<file path="config.mk">
export PLATFORM = sky130hd
export DESIGN_NAME = deserializer_param
export DESIGN_NICKNAME = d
export VERILOG_FILES = /design/src/rtl/deserializer_param.sv
export SDC_FILE = /design/constraint.sdc
export NUM_CORES = 1
export LEC_CHECK = 0
export ABC_AREA = 1
export CAP_MARGIN = 5
export CORE_ASPECT_RATIO = 1.25
export CORE_MARGIN = 2
export CORE_UTILIZATION = 57
export CTS_CLUSTER_SIZE = 8
export DETAILED_ROUTE_END_ITERATION = 10
export DONT_BUFFER_PORTS = 1
export GPL_ROUTABILITY_DRIVEN = 0
export PLACE_DENSITY = 0.75
export RECOVER_POWER = 100
export SLEW_MARGIN = 10
export SYNTH_ARGS = -nofsm -noshare
export SYNTH_HDL_FRONTEND = slang
export SYNTH_SLANG_ARGS = --single-unit
</file>
<file path="constraint.sdc">
create_clock -name clk_i -period 2.88 [get_ports clk_i]
set_clock_uncertainty 0.2 [all_clocks]
set_input_delay 0.576 -clock clk_i [delete_from_list [all_inputs] [get_ports clk_i]]
set_output_delay 0.576 -clock clk_i [all_outputs]
set_load 0.02 [all_outputs]
</file>
<file path="src/rtl/deserializer_param.sv">
// Parametrised serial-to-parallel converter with selectable bit order and a flush that
// emits a justified partial word together with its valid-bit count.
module deserializer_param #(
   parameter int unsigned DATA_W    = 16,
   parameter bit          MSB_FIRST = 1'b1,
   parameter int unsigned MOD_W     = $clog2(DATA_W + 1)
) (
   input  logic              clk_i,
   input  logic              srst_i,
   input  logic              data_i,
   input  logic              data_val_i,
   input  logic              flush_i,
   output logic [DATA_W-1:0] deser_data_o,
   output logic [MOD_W-1:0]  deser_data_mod_o,
   output logic              deser_data_val_o
);

   logic [DATA_W-1:0] sr_q, sr_d, sr_acc, sr_cur;
   logic [DATA_W-1:0] data_q, data_d;
   logic [MOD_W-1:0]  cnt_q, cnt_d, n_bits;
   logic [MOD_W-1:0]  mod_q, mod_d;
   logic              val_q, val_d;
   logic              full;

   // The n collected bits sit at the shift-in end of sr; move them to the emission end.
   function automatic logic [DATA_W-1:0] justify(input logic [DATA_W-1:0] v,
                                                 input logic [MOD_W-1:0]  n);
      logic [MOD_W-1:0] sh;
      sh = MOD_W'(DATA_W) - n;
      return MSB_FIRST ? (v << sh) : (v >> sh);
   endfunction

   always_comb begin
      sr_acc = MSB_FIRST ? {sr_q[DATA_W-2:0], data_i} : {data_i, sr_q[DATA_W-1:1]};
      sr_cur = data_val_i ? sr_acc : sr_q;
      n_bits = data_val_i ? cnt_q + MOD_W'(1) : cnt_q;
      full   = data_val_i && (cnt_q == MOD_W'(DATA_W - 1));

      sr_d   = sr_cur;
      cnt_d  = n_bits;
      data_d = data_q;
      mod_d  = mod_q;
      val_d  = 1'b0;

      // A full word takes precedence so a coincident flush yields no extra empty word.
      if (full) begin
         data_d = sr_acc;
         mod_d  = MOD_W'(DATA_W);
         val_d  = 1'b1;
         sr_d   = '0;
         cnt_d  = '0;
      end else if (flush_i && (n_bits != '0)) begin
         data_d = justify(sr_cur, n_bits);
         mod_d  = n_bits;
         val_d  = 1'b1;
         sr_d   = '0;
         cnt_d  = '0;
      end
   end

   always_ff @(posedge clk_i) begin
      if (srst_i) begin
         sr_q   <= '0;
         cnt_q  <= '0;
         data_q <= '0;
         mod_q  <= '0;
         val_q  <= 1'b0;
      end else begin
         sr_q   <= sr_d;
         cnt_q  <= cnt_d;
         data_q <= data_d;
         mod_q  <= mod_d;
         val_q  <= val_d;
      end
   end

   assign deser_data_o     = data_q;
   assign deser_data_mod_o = mod_q;
   assign deser_data_val_o = val_q;

endmodule

</file>
**After elaboration in Yosys (flattened, before gate mapping)**

Index checks and enable logic that the tools add are counted.

- Output and inout bits: 22
- Logic and storage cells: 24
- Register bits after elaboration: 43
- Input port bits: 5

- $add $sub $neg: 2
- Muxes and demuxes: 8
- Eq/ne operators: 1
- Reductions and logical operators: 6
- Shifts and indexed selects: 1

Operators with widths:

| cell | count |
|---|---|
| $mux 16 | 3 |
| $shl 16x5->16 | 1 |
| $mux 5 | 3 |
| $add 5x1->5 const B | 1 |
| $eq 5x4->1 const B | 1 |
| $reduce_bool 5->1 | 1 |
| $sub 5x5->5 const A | 1 |
| $reduce_or 3->1 | 1 |
| $logic_and 1x1->1 | 2 |
| $mux 1 | 2 |
| $reduce_bool 2->1 | 1 |
| $reduce_or 2->1 | 1 |

**Logic depth before layout (Yosys ltp)**

- Depth after elaboration: 6
- Depth in mapped cells: 16
- Gate-level depth less buffers: 16

**Worst setup path after synthesis**

Ideal clock, no wire load.

- Kind: register to register
- From: register cnt_q[0]
- To: register data_q[0] (netlist: deser_data_o[0])
- Setup time: 0.079 ns
- Data required time: 2.601 ns
- Stages on the path, launching flop included: 17
- Period minus slack after synthesis: 2.683 ns
- Path slack: 0.197 ns
- Arrival time: 2.404 ns
- Path buffers: 0
- Path through: dfxtp_1 ha_1 nand2_1 nor2_1 ha_1 nand2_1 o21ai_0 ha_1 nor2_2 inv_1 nor2_1 nand2_1 nor2_4 inv_1 nor2_4 inv_2 o211ai_1

- Longest elaborated chain between the ends: 6
- Elaborated cells between the ends (all ways): 11
- Those cells by class: 2 x add/sub; 1 x eq/ne; 1 x shift; 3 x mux; 4 x reduce/logical

RTL lines:

| what | line | text |
|---|---|---|
| start, declared | 20 | `logic [MOD_W-1:0] cnt_q, cnt_d, n_bits;` |
| start signal, assigned | 70 | `cnt_q <= cnt_d;` |
| $add 5x1->5 | 36 | `n_bits = data_val_i ? cnt_q + MOD_W'(1) : cnt_q;` |
| $mux 5 | 36 |  |
| $sub 5x5->5 | 29 | `sh = MOD_W'(DATA_W) - n;` |
| $shl 16x5->16 | 30 | `return MSB_FIRST ? (v << sh) : (v >> sh);` |
| $mux 16 | 52 | `end else if (flush_i && (n_bits != '0)) begin` |
| $mux 16 | 46 | `if (full) begin` |
| end signal, assigned | 71 | `data_q <= data_d;` |
| end, declared | 19 | `logic [DATA_W-1:0] data_q, data_d;` |

Parallel ways exist; a longest one is shown, timed or not. The select of a mux whose other input is x is not followed.
A chain may end at the register's enable or synchronous reset.

**Final worst setup path**

- From: register cnt_q[1]
- To: register data_q[2] (netlist: deser_data_o[2])

Same word-level chain as after synthesis.

==> results_dict.tcl <==
set metrics [dict create \
    clk_latency_ns 0.30 \
    switching_power_uw 511 \
    seq_power_share_pct 46.9 \
    dr.pass1.iters 4 \
    dpl.hpwl_um 4700 \
    setup_viol 0 \
    regArea_um2 861 \
    crit_type "reg -> reg" \
    antenna_found_initial 0 \
    syn_nets 409 \
    dieArea_mm2 0.00508 \
    yosysSeqAreaShare_pct 33.4 \
    cp_top_family "simple AND/OR/NAND/NOR gates" \
    first_global_vias 2301 \
    powerDensity_mw_per_mm2 528 \
    die_w_um 64.2 \
    synthCells 401 \
    final_antenna_net_count 0 \
    finalHoldViolCount 0 \
    p_comb_share_pct 25.4 \
    postLayoutCellArea_mm2 0.00270 \
    synth_xor_area_share_pct 0 \
    hold_path.class "in -> reg" \
    ir_drop_mv 0.283 \
    wirelength_um 6140 \
    die_h_um 79.2 \
    ctsHoldBuffers 0 \
    rows 27 \
    grt_use_total_pct 26.7 \
    drc 0 \
    grt_overflow 0 \
    synth_area_leaders "dfxtp_1 (33%), nand2_1 (22%), nand3_1 (7.8%)" \
    initial_core_util_pct 58.7 \
    drtIter0Drc 169 \
    worst_ep_required_time_ns 2.90 \
    cts_buffer_depth 2 \
    area_growth_pct 4.56 \
    dpl_cell_area_mm2 0.00260 \
    synthSimpleGateAreaFrac_pct 44.2 \
    cts-root-buf "clkbuf_8" \
    synth_top_cell_by_area "dfxtp_1" \
    synthDistinctLibCells 30 \
    cts.sinks 43 \
    finalCriticalPeriod_ns 2.68 \
    diodes 0 \
    synth_area_mm2 0.00258 \
    vias 2489 \
    cts_tree "done" \
    yosysWarningCount 0 \
    fmax_ghz 0.373 \
    nNetsFinal 408 \
    synth_top_area_share_pct 33.4 \
    multi_input_area_mm2 0.00147 \
    syn_avg_cell_area_um2 6.43 \
    clk_pin_slew_ns 0.09 \
    leakagePower_uw 0.00122 \
    drive_above_1_share_pct 13.7 \
    synthMuxAreaShare_pct 0 \
    path_buf_inv 3 \
    whs_ns 0.125 \
    critPathMaxFanout 6 \
    worstMarginPinSlew_ns 0.396 \
    ys_ff_latch 43 \
    n_fill_cell 439 \
    max_stage_delay_ns 0.36 \
    synth_adder_area_share_pct 1.46 \
    finish.utilization_pct 61.4 \
    swShare_pct 35.9 \
    maxSlewHeadroom_pct 73.3 \
    cts_made_buffers 5 \
    power.share.clock_pct 27.7 \
    io_pins 27 \
    grt_pass1_wl_um 10800 \
    slew_viol_final 0 \
    end_kind "register" \
    port_buffers 0 \
    synth_top_family_by_area "simple AND/OR/NAND/NOR gates" \
    grt_setup_unrepaired "false" \
    ctsHtreeMaxLevel 2 \
    critical_path_arrival_ns 2.70 \
    period_share_pct 93.2 \
    vias_per_cell 5.42 \
    grt_max_degree 34 \
    coreArea_mm2 0.00439 \
    crit_path_cell_trace "ha_2 > nand2_1 > nor2_1 > ha_1 > nand2_1 > o21ai_1 > ha_2 > nor2_4 > inv_1 > nor2_2 > nand2_2 > nor2_4 > inv_1 > nor2_4 > inv_1 > o211ai_1" \
    wl_per_cell_um 13.4 \
    p_int_uw 912 \
    status "complete, no violations" \
    maxCapViolations 0 \
    cp-start-kind "register" \
    cpMaxStageDelayCell "dfxtp_1" \
    tns_ns 0 \
    synth_compound_area_share_pct 11.0 \
]
## final timing paths
| path | startpoint | cells after the start | slack (ns) | endpoint |
|---|---|---|---|---|
| worst max-delay path | cnt_q[1] | 16 | 0.20 | deser_data_o[2] |
| worst min-delay path | srst_i | 1 | 0.13 | deser_data_o[9] |
| worst max register to register | cnt_q[1] | 16 | 0.20 | deser_data_o[2] |
| worst min register to register | sr_q[2] | 2 | 0.33 | deser_data_o[3] |
## metal layers
layer	global-route usage [%]	wire length [um]
met5	0	0
met4	10.6	143
met3	4.39	388
met2	41.8	2780
met1	36.5	2830
## cells in the mapped netlist
library cell,n
buf_4,4
inv_1,32
nand2_4,4
nor3_1,2
clkbuf_1,4
nand3_2,2
o21ai_0,22
buf_2,4
o211ai_2,1
buf_6,4
nand4_1,3
a21oi_1,5
dfxtp_1,43
a31oi_1,1
a21oi_2,2
nand2_2,12
o21ai_1,2
a32oi_1,4
nand2_1,150
o21ai_2,2
nor2_1,35
nand3_1,40
inv_2,6
inv_4,1
nor2_2,2
a22o_1,3
o211ai_1,3
nand3_4,1
ha_1,3
nor2_4,4
## repair_timing
item / in CTS / in global routing
setup endpoints to repair: 1 / 34
endpoints found under the hold margin: 0 / 0
setup buffers: 0 / 0
pin swaps: 0 / 1
resized for setup: 1 / 6
## through the flow
step | std cells | power, uW | worst slack, ns
6_report | 459 | 1420 | 0.196
5_1_grt | 459 | 1520 | 0.0309
2_1_floorplan | 401 | 985 | 0.197
4_1_cts | 459 | 1430 | 0.0312
3_3_place_gp | 451 | 1040 | 0.162
3_5_place_dp | 451 | 1040 | 0.0133
## area by class of cell
| cell class | instances | share of cell area, % |
|---|---|---|
| clock buffer | 5 | 2.55 |
| tap | 58 | 2.69 |
| multi-input combinational | 303 | 54.4 |
| sequential | 43 | 31.9 |
| timing repair buffer | 8 | 2.00 |
| clock inverter | 3 | 0.882 |
| inverter | 39 | 5.52 |
## power groups by stage
| stage | clock network, uW | registers, uW | logic, uW |
|---|---|---|---|
| 2_1_floorplan | 0 | 675 | 310 |
| 3_3_place_gp | 0 | 681 | 355 |
| 3_5_place_dp | 0 | 681 | 359 |
| 4_1_cts | 404 | 668 | 363 |
| 5_1_grt | 429 | 671 | 416 |
| 6_report | 395 | 667 | 361 |
## placed cells by master, fill, tap and decap left out, drive strengths merged
| master | n |
|---|---|
| buf | 6 |
| nand4 | 3 |
| ha | 3 |
| dfxtp | 43 |
| o211ai | 4 |
| a32oi | 4 |
| nand3 | 43 |
| a22o | 3 |
| nor2 | 41 |
| clkinvlp | 2 |
| nor3 | 2 |
| inv | 40 |
| clkbuf | 7 |
| nand2 | 166 |
| a31oi | 1 |
| o21ai | 26 |
| a21oi | 7 |
## registers in the layout, indices dropped and copies added (netlist names)
signal / flops
cnt_q: 5
deser_data_val_o: 1
deser_data_mod_o: 5
sr_q: 16
deser_data_o: 16
## cell families after synthesis
family	after synthesis
adders and majority gates	3
AOI/OAI and AO/OA	45
DFF	43
and+or+nand+nor	255
buffers and inverters	55
(Power assumes the default switching activity.)
